### config.mk
export PLATFORM = sky130hd
export DESIGN_NAME = jam_cost_server_flat
export DESIGN_NICKNAME = d
export VERILOG_FILES = /design/src/rtl/jam_pkg.sv /design/src/rtl/jam_cost_server_if.sv /design/src/rtl/jam_cost_table.sv /design/src/rtl/jam_cost_server.sv /design/src/flat_wrapper.sv
export SDC_FILE = /design/constraint.sdc
export NUM_CORES = 1
export LEC_CHECK = 0
export CORE_MARGIN = 2
export CORE_UTILIZATION = 40
export DETAILED_ROUTE_END_ITERATION = 8
export GPL_TIMING_DRIVEN = 0
export SETUP_SLACK_MARGIN = 0.15
export SLEW_MARGIN = 20
export SYNTH_ARGS = -nofsm -noshare
export SYNTH_HDL_FRONTEND = slang
export SYNTH_SLANG_ARGS = --single-unit
### constraint.sdc
create_clock -name CLK -period 3.6 [get_ports CLK]
set_input_delay 0.36 -clock CLK [delete_from_list [all_inputs] [get_ports CLK]]
set_output_delay 0.36 -clock CLK [all_outputs]
set_load 0.01 [all_outputs]
### src/rtl/jam_pkg.sv
// Shared JAM definitions: table geometry, result widths and the server state encoding.
package jam_pkg;
  localparam int N          = 8;
  localparam int COST_W     = 7;
  localparam int MIN_COST_W = 10;
  localparam int MATCH_W    = 4;
  localparam int IDX_W      = 3;
  localparam int ADDR_W     = 2 * IDX_W;
  localparam int DEPTH      = N * N;

  typedef enum logic [1:0] {IDLE, LOAD, SERVE, DONE} jam_state_e;
  typedef logic [COST_W-1:0] cost_t;
endpackage

### src/rtl/jam_cost_server_if.sv
// Load stream, cost lookup and result capture signals between loader/engine and the server.
interface jam_cost_server_if;
  import jam_pkg::*;
  logic                  load_start;
  logic                  load_valid;
  logic                  load_ready;
  cost_t                 load_data;
  logic                  load_last;
  logic                  load_err;
  logic                  table_ready;
  logic [IDX_W-1:0]      W;
  logic [IDX_W-1:0]      J;
  cost_t                 Cost;
  logic                  Valid;
  logic [MIN_COST_W-1:0] MinCost;
  logic [MATCH_W-1:0]    MatchCount;
  logic [MIN_COST_W-1:0] res_min_cost;
  logic [MATCH_W-1:0]    res_match_count;
  logic                  done;

  modport slave (
    input  load_start, load_valid, load_data, load_last, W, J, Valid, MinCost, MatchCount,
    output load_ready, load_err, table_ready, Cost, res_min_cost, res_match_count, done
  );
  modport master (
    output load_start, load_valid, load_data, load_last, W, J, Valid, MinCost, MatchCount,
    input  load_ready, load_err, table_ready, Cost, res_min_cost, res_match_count, done
  );
endinterface

### src/rtl/jam_cost_table.sv
// 64-entry cost storage: synchronous write, registered read that returns 0 when not enabled.
module jam_cost_table
  import jam_pkg::*;
(
  input  logic              CLK,
  input  logic              RST_n,
  input  logic              wr_en,
  input  logic [ADDR_W-1:0] wr_addr,
  input  cost_t             wr_data,
  input  logic              rd_en,
  input  logic [ADDR_W-1:0] rd_addr,
  output cost_t             rd_data
);
  // Storage is deliberately unreset; nothing reads it until a full load completes.
  cost_t mem [DEPTH];

  always_ff @(posedge CLK) begin
    if (wr_en) mem[wr_addr] <= wr_data;
  end

  always_ff @(posedge CLK or negedge RST_n) begin
    if (!RST_n)     rd_data <= '0;
    else if (rd_en) rd_data <= mem[rd_addr];
    else            rd_data <= '0;
  end
endmodule

### src/rtl/jam_cost_server.sv
// JAM cost server: loads the worker/job cost table, serves lookups and captures the result.
module jam_cost_server
  import jam_pkg::*;
(
  input  logic               CLK,
  input  logic               RST_n,
  jam_cost_server_if.slave   bus
);
  jam_state_e        state, state_nx;
  logic [ADDR_W-1:0] wr_ptr;
  logic              accept, last_slot, serving, start, capture;

  assign serving   = (state == SERVE) || (state == DONE);
  assign accept    = (state == LOAD) && bus.load_valid;
  assign last_slot = &wr_ptr;
  assign start     = bus.load_start && ((state == IDLE) || serving);
  // load_start beats a same-cycle Valid
  assign capture   = (state == SERVE) && bus.Valid && !bus.load_start;

  assign bus.load_ready = (state == LOAD);

  always_comb begin
    state_nx = state;
    unique case (state)
      IDLE:  if (bus.load_start) state_nx = LOAD;
      LOAD:  if (accept) begin
               if (last_slot && bus.load_last)      state_nx = SERVE;
               else if (last_slot || bus.load_last) state_nx = IDLE;
             end
      SERVE: if (bus.load_start) state_nx = LOAD;
             else if (bus.Valid) state_nx = DONE;
      DONE:  if (bus.load_start) state_nx = LOAD;
      default: state_nx = IDLE;
    endcase
  end

  always_ff @(posedge CLK or negedge RST_n) begin
    if (!RST_n) begin
      state               <= IDLE;
      wr_ptr              <= '0;
      bus.load_err        <= 1'b0;
      bus.table_ready     <= 1'b0;
      bus.done            <= 1'b0;
      bus.res_min_cost    <= '0;
      bus.res_match_count <= '0;
    end else begin
      state <= state_nx;
      if (start) begin
        wr_ptr              <= '0;
        bus.load_err        <= 1'b0;
        bus.table_ready     <= 1'b0;
        bus.done            <= 1'b0;
        bus.res_min_cost    <= '0;
        bus.res_match_count <= '0;
      end else if (accept) begin
        if (!last_slot) wr_ptr <= wr_ptr + 1'b1;
        if (last_slot && bus.load_last)           bus.table_ready <= 1'b1;
        else if (last_slot || bus.load_last)      bus.load_err    <= 1'b1;
      end
      if (capture) begin
        bus.res_min_cost    <= bus.MinCost;
        bus.res_match_count <= bus.MatchCount;
        bus.done            <= 1'b1;
      end
    end
  end

  jam_cost_table u_table (
    .CLK     (CLK),
    .RST_n   (RST_n),
    .wr_en   (accept),
    .wr_addr (wr_ptr),
    .wr_data (bus.load_data),
    .rd_en   (serving && !bus.load_start),
    .rd_addr ({bus.W, bus.J}),
    .rd_data (bus.Cost)
  );
endmodule

### src/flat_wrapper.sv
// flat-port wrapper written by rule: the top's interface ports become plain ports
module jam_cost_server_flat import jam_pkg::*;
  (CLK, RST_n, bus_load_start, bus_load_valid, bus_load_data, bus_load_last, bus_W, bus_J, bus_Valid, bus_MinCost, bus_MatchCount, bus_load_ready, bus_load_err, bus_table_ready, bus_Cost, bus_res_min_cost, bus_res_match_count, bus_done);
  jam_cost_server_if bus_i ();
  input  logic CLK;
  input  logic RST_n;
  input wire logic [$bits(bus_i.load_start)-1:0] bus_load_start;
  input wire logic [$bits(bus_i.load_valid)-1:0] bus_load_valid;
  input wire logic [$bits(bus_i.load_data)-1:0] bus_load_data;
  input wire logic [$bits(bus_i.load_last)-1:0] bus_load_last;
  input wire logic [$bits(bus_i.W)-1:0] bus_W;
  input wire logic [$bits(bus_i.J)-1:0] bus_J;
  input wire logic [$bits(bus_i.Valid)-1:0] bus_Valid;
  input wire logic [$bits(bus_i.MinCost)-1:0] bus_MinCost;
  input wire logic [$bits(bus_i.MatchCount)-1:0] bus_MatchCount;
  output wire logic [$bits(bus_i.load_ready)-1:0] bus_load_ready;
  output wire logic [$bits(bus_i.load_err)-1:0] bus_load_err;
  output wire logic [$bits(bus_i.table_ready)-1:0] bus_table_ready;
  output wire logic [$bits(bus_i.Cost)-1:0] bus_Cost;
  output wire logic [$bits(bus_i.res_min_cost)-1:0] bus_res_min_cost;
  output wire logic [$bits(bus_i.res_match_count)-1:0] bus_res_match_count;
  output wire logic [$bits(bus_i.done)-1:0] bus_done;
  assign bus_i.load_start = bus_load_start;
  assign bus_i.load_valid = bus_load_valid;
  assign bus_i.load_data = bus_load_data;
  assign bus_i.load_last = bus_load_last;
  assign bus_i.W = bus_W;
  assign bus_i.J = bus_J;
  assign bus_i.Valid = bus_Valid;
  assign bus_i.MinCost = bus_MinCost;
  assign bus_i.MatchCount = bus_MatchCount;
  assign bus_load_ready = bus_i.load_ready;
  assign bus_load_err = bus_i.load_err;
  assign bus_table_ready = bus_i.table_ready;
  assign bus_Cost = bus_i.Cost;
  assign bus_res_min_cost = bus_i.res_min_cost;
  assign bus_res_match_count = bus_i.res_match_count;
  assign bus_done = bus_i.done;
  jam_cost_server u_core (.CLK(CLK), .RST_n(RST_n), .bus(bus_i));
endmodule
# After elaboration in Yosys (flattened, before gate mapping)
# Memory sizes are Yosys's and may differ from the RTL's.
# Cells that the tools add are included.
# word_totals
output_inout_bits,25
mem_bits_rw,448
memories,1
reg_bits,32
elab_cells,66
# memory_table
name,depth,word_bits,read_ports,rd_ports_with_merged_regs,wr,line,text
u_core.u_table.mem,64,7,1,0,1,jam_cost_table.sv:15,cost_t mem [DEPTH];
# classes
add_sub_neg,1
n_eq_ne,9
muxes,26
reduce_logical,21
# ops
op,n
$mux W10,2
$mux W6,3
$mux W2,6
$mux W1,11
$mux W4,2
$reduce_bool A2 Y1,4
$mux W7,1
$add A6 B1 Y6 const B,1
$logic_and A1 B1 Y1,6
$ne A2 B1 Y1 const B,3
$pmux W2 S3,1
$reduce_and A6 Y1,1
$eq A2 B2 Y1 const B,2
$reduce_and A2 Y1,2
$reduce_and A4 Y1,1
$logic_or A1 B1 Y1,3
$ne A3 B1 Y1 const B,1
$ne A3 B3 Y1 const B,1
$reduce_and A3 Y1,1
$eq A2 B1 Y1 const B,1
$logic_not A2 Y1,1
$ne A2 B2 Y1 const B,1
$reduce_or A2 Y1,1
$logic_not A1 Y1,1

# Logic depth before layout (Yosys ltp)
# Gate-level depths: netlist (run 1).
# logic_depth
word_depth,6
mapped_depth,8
mapped_depth_nobuf,7

# Hierarchy
# From an unflattened synthesis (run 1), not the netlist that was laid out.
# hier_totals
cells_unflattened,959
hier_area_um2,18965.7
# modules_own_cells
mod,n_inst,cells_each,area_each_um2
jam_cost_table,1,832,17749.5
jam_cost_server,1,127,1216.2

# Worst setup path after synthesis (run 1)
# OpenSTA, ideal clock, no wires.
# synth_timing
path_kind,register to register
startpoint,reg u_core.state[1]
endpoint,"mem u_core.u_table.mem[61][0] (netlist name), enable pin"
period_less_slack_ns,2.201
t_required_ns,3.240
t_arrival_ns,1.841
path_buffers,1
path_slack_ns,1.399
stages_incl_launch_ff,8
path_cell_list,dfrtp_1 inv_1 ha_1 and2_1 clkbuf_1 nor2b_1 nand3_1 nor2_1
# synth_between
elab_chain_len,4
# synth_rtl
item,line,text
start: declaration,jam_cost_server.sv:9,"jam_state_e state, state_nx;"
start signal: assignment,jam_cost_server.sv:47,state <= state_nx;
$eq A2 B1 Y1,--,
via bus_load_ready,flat_wrapper.sv:16,output wire logic [$bits(bus_i.load_ready)-1:0] bus_load_ready;
$logic_and A1 B1 Y1,jam_cost_server.sv:14,assign accept = (state == LOAD) && bus.load_valid;
$mux W1,jam_cost_table.sv:18,if (wr_en) mem[wr_addr] <= wr_data;
$mux W1 (implied by the code),jam_cost_table.sv:18,
end: declaration,jam_cost_table.sv:15,
# The timed path passes the listed nets, and every way through them passes these cells.

# Final worst setup path (run 1)
# layout_timing
startpoint,reg u_core.state[1]
endpoint,"mem u_core.u_table.mem[5][6] (netlist name), enable pin"
# layout_between
elab_chain_len,4
# layout_rtl
item,line
$eq A2 B1 Y1,jam_cost_server.sv:14
$logic_and A1 B1 Y1,jam_cost_server.sv:14
$mux W1,jam_cost_table.sv:18
$mux W1 (implied by the code),jam_cost_table.sv:18
# Every way passes these cells.

==> results of run 1 <==
==> what timing repair did <==
item	4_1_cts	5_1_grt
endpoints found under the setup margin	0	0
hold buffers	1	0
endpoints found under the hold margin	12	0
==> report_power, final <==
| part | switching [mW] | leakage (nW) | internal (mW) |
|---|---|---|---|
| logic | 0.503 | 1.88 | 0.308 |
| clock network | 2.11 | 0.826 | 3.20 |
| registers | 0.0320 | 4.47 | 6.17 |
==> cells in the mapped netlist (5+ instances only) <==
library cell / instances
sky130_fd_sc_hd__a21oi_1: 12
sky130_fd_sc_hd__nor2b_1: 8
sky130_fd_sc_hd__buf_4: 11
sky130_fd_sc_hd__edfxtp_1: 448
sky130_fd_sc_hd__mux2_2: 5
sky130_fd_sc_hd__mux4_2: 115
sky130_fd_sc_hd__nor2_1: 80
sky130_fd_sc_hd__clkbuf_1: 20
sky130_fd_sc_hd__a22oi_1: 9
sky130_fd_sc_hd__ha_1: 5
sky130_fd_sc_hd__nand2_1: 45
sky130_fd_sc_hd__nand3_1: 20
sky130_fd_sc_hd__dfrtp_1: 32
sky130_fd_sc_hd__buf_2: 13
sky130_fd_sc_hd__mux2i_1: 37
sky130_fd_sc_hd__nand2b_1: 5
sky130_fd_sc_hd__buf_6: 5
==> kinds of logic after synthesis <==
logic type / count (synthesis) / synth area share (%)
xor+xnor: 5 / 0.232
flops: 480 / 75.6
buf+inv: 55 / 1.60
fa+ha+maj: 5 / 0.332
compound gates: 53 / 2.03
simple gates: 179 / 4.23
mux: 157 / 16.0
==> final timing paths <==
path,startpoint,to,cells after the start
setup / recovery,u_core.state[1],u_core.u_table.mem[5][6],7
hold / removal,bus_load_data[5],u_core.u_table.mem[0][5],1
setup reg to reg,u_core.state[1],u_core.u_table.mem[5][6],7
hold reg to reg,u_core.bus.done,u_core.bus.done,2
max in group asynchronous,RST_n,u_core.u_table.rd_data[3],3
min in group asynchronous,RST_n,u_core.bus.res_min_cost[1],2
==> critical path, delay by kind of cell (launching register included) <==
kind / cells / cell delay [ns]
flip-flops: 1 / 0.40
adder cells (fa/ha/maj): 1 / 0.24
AND/OR/NAND/NOR: 4 / 1.84
buffers and inverters: 2 / 0.36
==> through the flow <==
step	cells	hold slack, ns	power (mW)	util (%)
2_1_floorplan	934	0.0644	6.76	-
3_3_place_gp	1595	0.476	7.11	43.3
3_5_place_dp	1601	0.332	7.13	43.5
4_1_cts	1695	0.198	12.4	47.2
5_1_grt	1695	0.223	12.7	47.2
6_report	1695	0.222	12.3	47.2
==> area by class of cell <==
cell class                      instances  share of cell area [%]
Timing Repair Buffer                   61                    2.96
Tap cell                              607                    3.46
Sequential cell                       480                    64.9
Inverter                                4                  0.0683
Clock inverter                         29                    1.59
Buffer                                 51                    1.30
Clock buffer                           64                    6.08
Multi-Input combinational cell        399                    19.7
==> registers in the layout, indices dropped and copies added, names as in the netlist <==
signal and cells:
u_core.state 2, u_core.wr_ptr 6, u_core.bus.table_ready 1, u_core.bus.load_err 1, u_core.u_table.mem 448, u_core.u_table.rd_data 7, u_core.bus.done 1, u_core.bus.res_min_cost 10
u_core.bus.res_match_count 4
==> routing by layer <==
metal | vias to the layer above | global-route usage (%) | wire, µm
met2 | 337 | 27.8 | 20600
li1 | 4046 | - | -
met3 | 73 | 3.90 | 3010
met1 | 4999 | 26.0 | 19400
met4 | 0 | 5.61 | 1090
met5 | - | 0 | 0
==> results summary, run 1 <==
The net count reported at finish is 1085. The headroom to the max-slew limit came out at 35.5%. The H-tree depth is 2. The register area came out at 14300 µm². The remaining number of nets flagged by the antenna check after routing came out at 0.

The portion of synthesized cell area occupied by the leading cell type came out at between 70 and 80%. The final hold violation count came out at 0. The total of warnings raised by yosys is 0. Sorting the synthesized cells by area gives the leading types as sky130_fd_sc_hd__edfxtp_1 71%, sky130_fd_sc_hd__mux4_2 14%, sky130_fd_sc_hd__dfrtp_1 4.2%, sky130_fd_sc_hd__mux2i_1 2.0%, sky130_fd_sc_hd__nor2_1 1.6%.

The combined area of the multi-input logic cells is about 4300 µm². In this run the core area contains 79 standard-cell rows. The max-capacitance violation count came out at 0. The floorplan die area is 48900 µm².

TritonCTS built the clock tree. The worst path in the final design needs a cycle of 3.21 ns, including I/O delays and setup. Measured along the x axis, the die boundary spans about 220 µm. The vertical die dimension is 221 µm.

The number of synthesized register bits came out at 480. The filler cell count came out at around 3800. The sequential fraction of the synthesis area is between 70 and 80%.

Clock-pin slew was measured on the worst setup and hold paths at 0.06 ns. Detailed placement finished with a half-perimeter wire length of 28.8 mm. The number of placed I/O pins is 58. The post-place instance area came out at between 20000 and 25000 µm². The number of library cell types mapped by synthesis came out at 44. Compared with the post-synthesis result, the final layout area differs by 16.5%. Setup violations remaining at the end of the flow were counted as 0. The commonest register cell after synthesis is sky130_fd_sc_hd__edfxtp_1. Counting the buffers created by CTS gives 50. Walking the worst path, the cells encountered are inv_1 -> ha_1 -> and2_1 -> clkbuf_1 -> nor2b_1 -> nand3_1 -> nor2_1. The flow ran to the end, and the final reports show no timing, DRC or antenna violations. Entering global routing, the biggest net connects 65 pins. The critical-path maximum fanout is 7.

The maximum frequency from static timing analysis is 0.311 GHz. Power spread over the standard cell area amounts to 561 nW/µm². The category of the critical setup timing path is reg2reg. VDD sags by at most 0.307 mV.

After the first detailed-routing iteration, the DRC count stood at 993. The final standard cell area without fillers is between 20000 and 25000 µm². The largest buffer count on any clock path came out at 3. Synthesis produced a netlist with a net count of approximately 1000. The number of flops mapped to enable cells by yosys is 448.

The worst hold path belongs to the class in2reg. In this run the static leakage power is 7.17 nW. Before CTS, the worst setup slack after placement is 0.209 ns. The clock sink count came out at 480. The routed layout has 9455 vias.

The routed via count divided by cell count came out at 5.58. In this run the register-to-register setup slack is a little under 0.4 ns. The global-route usage over all layers is 18.1%. The synthesized netlist cell count is 934. The via count of the first global-routing pass came out at between 9000 and 10000. Summed over all layers, the global routing overflow is 0. The delay of the slowest critical-path stage is 0.88 ns. For the worst setup path, the data arrival time is 3.41 ns.

The number of antenna violations at the first check in global routing is 0. The global placement routability congestion is about 0.87. The wire length per cell is 26.0 µm. After clock tree synthesis, the repair step resized 0 gates. The sum of routed wire length over all layers is 44.1 mm. The worst clock skew is 0.0172 ns. In the layout the commonest cells are 448 x sky130_fd_sc_hd__edfxtp_1, 115 x sky130_fd_sc_hd__mux4_2, 80 x sky130_fd_sc_hd__nor2_1. STA classifies the critical path endpoint as a flip-flop. The worst path meets setup with 0.387 ns of slack. The transition time of the tightest slew-check pin came out at 0.963 ns. The cell at the root of the clock tree is sky130_fd_sc_hd__clkbuf_16. For the final routed database, the setup TNS stands at 0 ns. The biggest area contributor in the post-synthesis netlist is sky130_fd_sc_hd__edfxtp_1. The fraction of registers with async set or reset after synthesis is under 10%. The number of buffers inserted by port buffering is 54. On the critical path, the stage with the largest delay is an instance of sky130_fd_sc_hd__nor2_1. The number of setup buffers added after CTS is 0. The max-slew violation total from the final report is 0.

The post-synthesis instance area came out at 18900 µm². The starting utilization of the core area came out at 40.5%. The first-pass iteration count of the detailed router is 5.

Leaving out fill and tap cells, the most frequent cell in the layout is sky130_fd_sc_hd__edfxtp_1. The total core area is 46600 µm². For the worst setup path, the data required time is roughly 3.8 ns.

The startpoint type of the worst setup path is a flip-flop. The first-pass GRT wire length is 64.6 mm. The count of unresolved DRC violations after routing is 0. The later-pin clock latency in the skew report is 0.58 ns. The synthesized area per cell is 20.2 µm². The fraction of the cycle the final worst path needs is 89.3%.

Setup repair after global routing left no endpoint under its margin. The share of final-layout standard cells stronger than drive strength 1 came out at 22.2%. The total inserted antenna cells is 0.
Note: power is estimated with default switching activity, not from simulation.
==> inputs of run 2 (changes only) <==
CAP_MARGIN = 20   (was not set)
==> results of run 2 <==
Same layout as run 1: the final DEF is identical, and so are final timing and power.
==> inputs of run 3 (changes only) <==
SKIP_CTS_REPAIR_TIMING = 1   (was not set)
==> results of run 3 <==
Same layout as run 1: the final DEF is identical, and so are final timing and power.
Among the figures that moved: via count of the first global-routing pass 9688 -> 9684
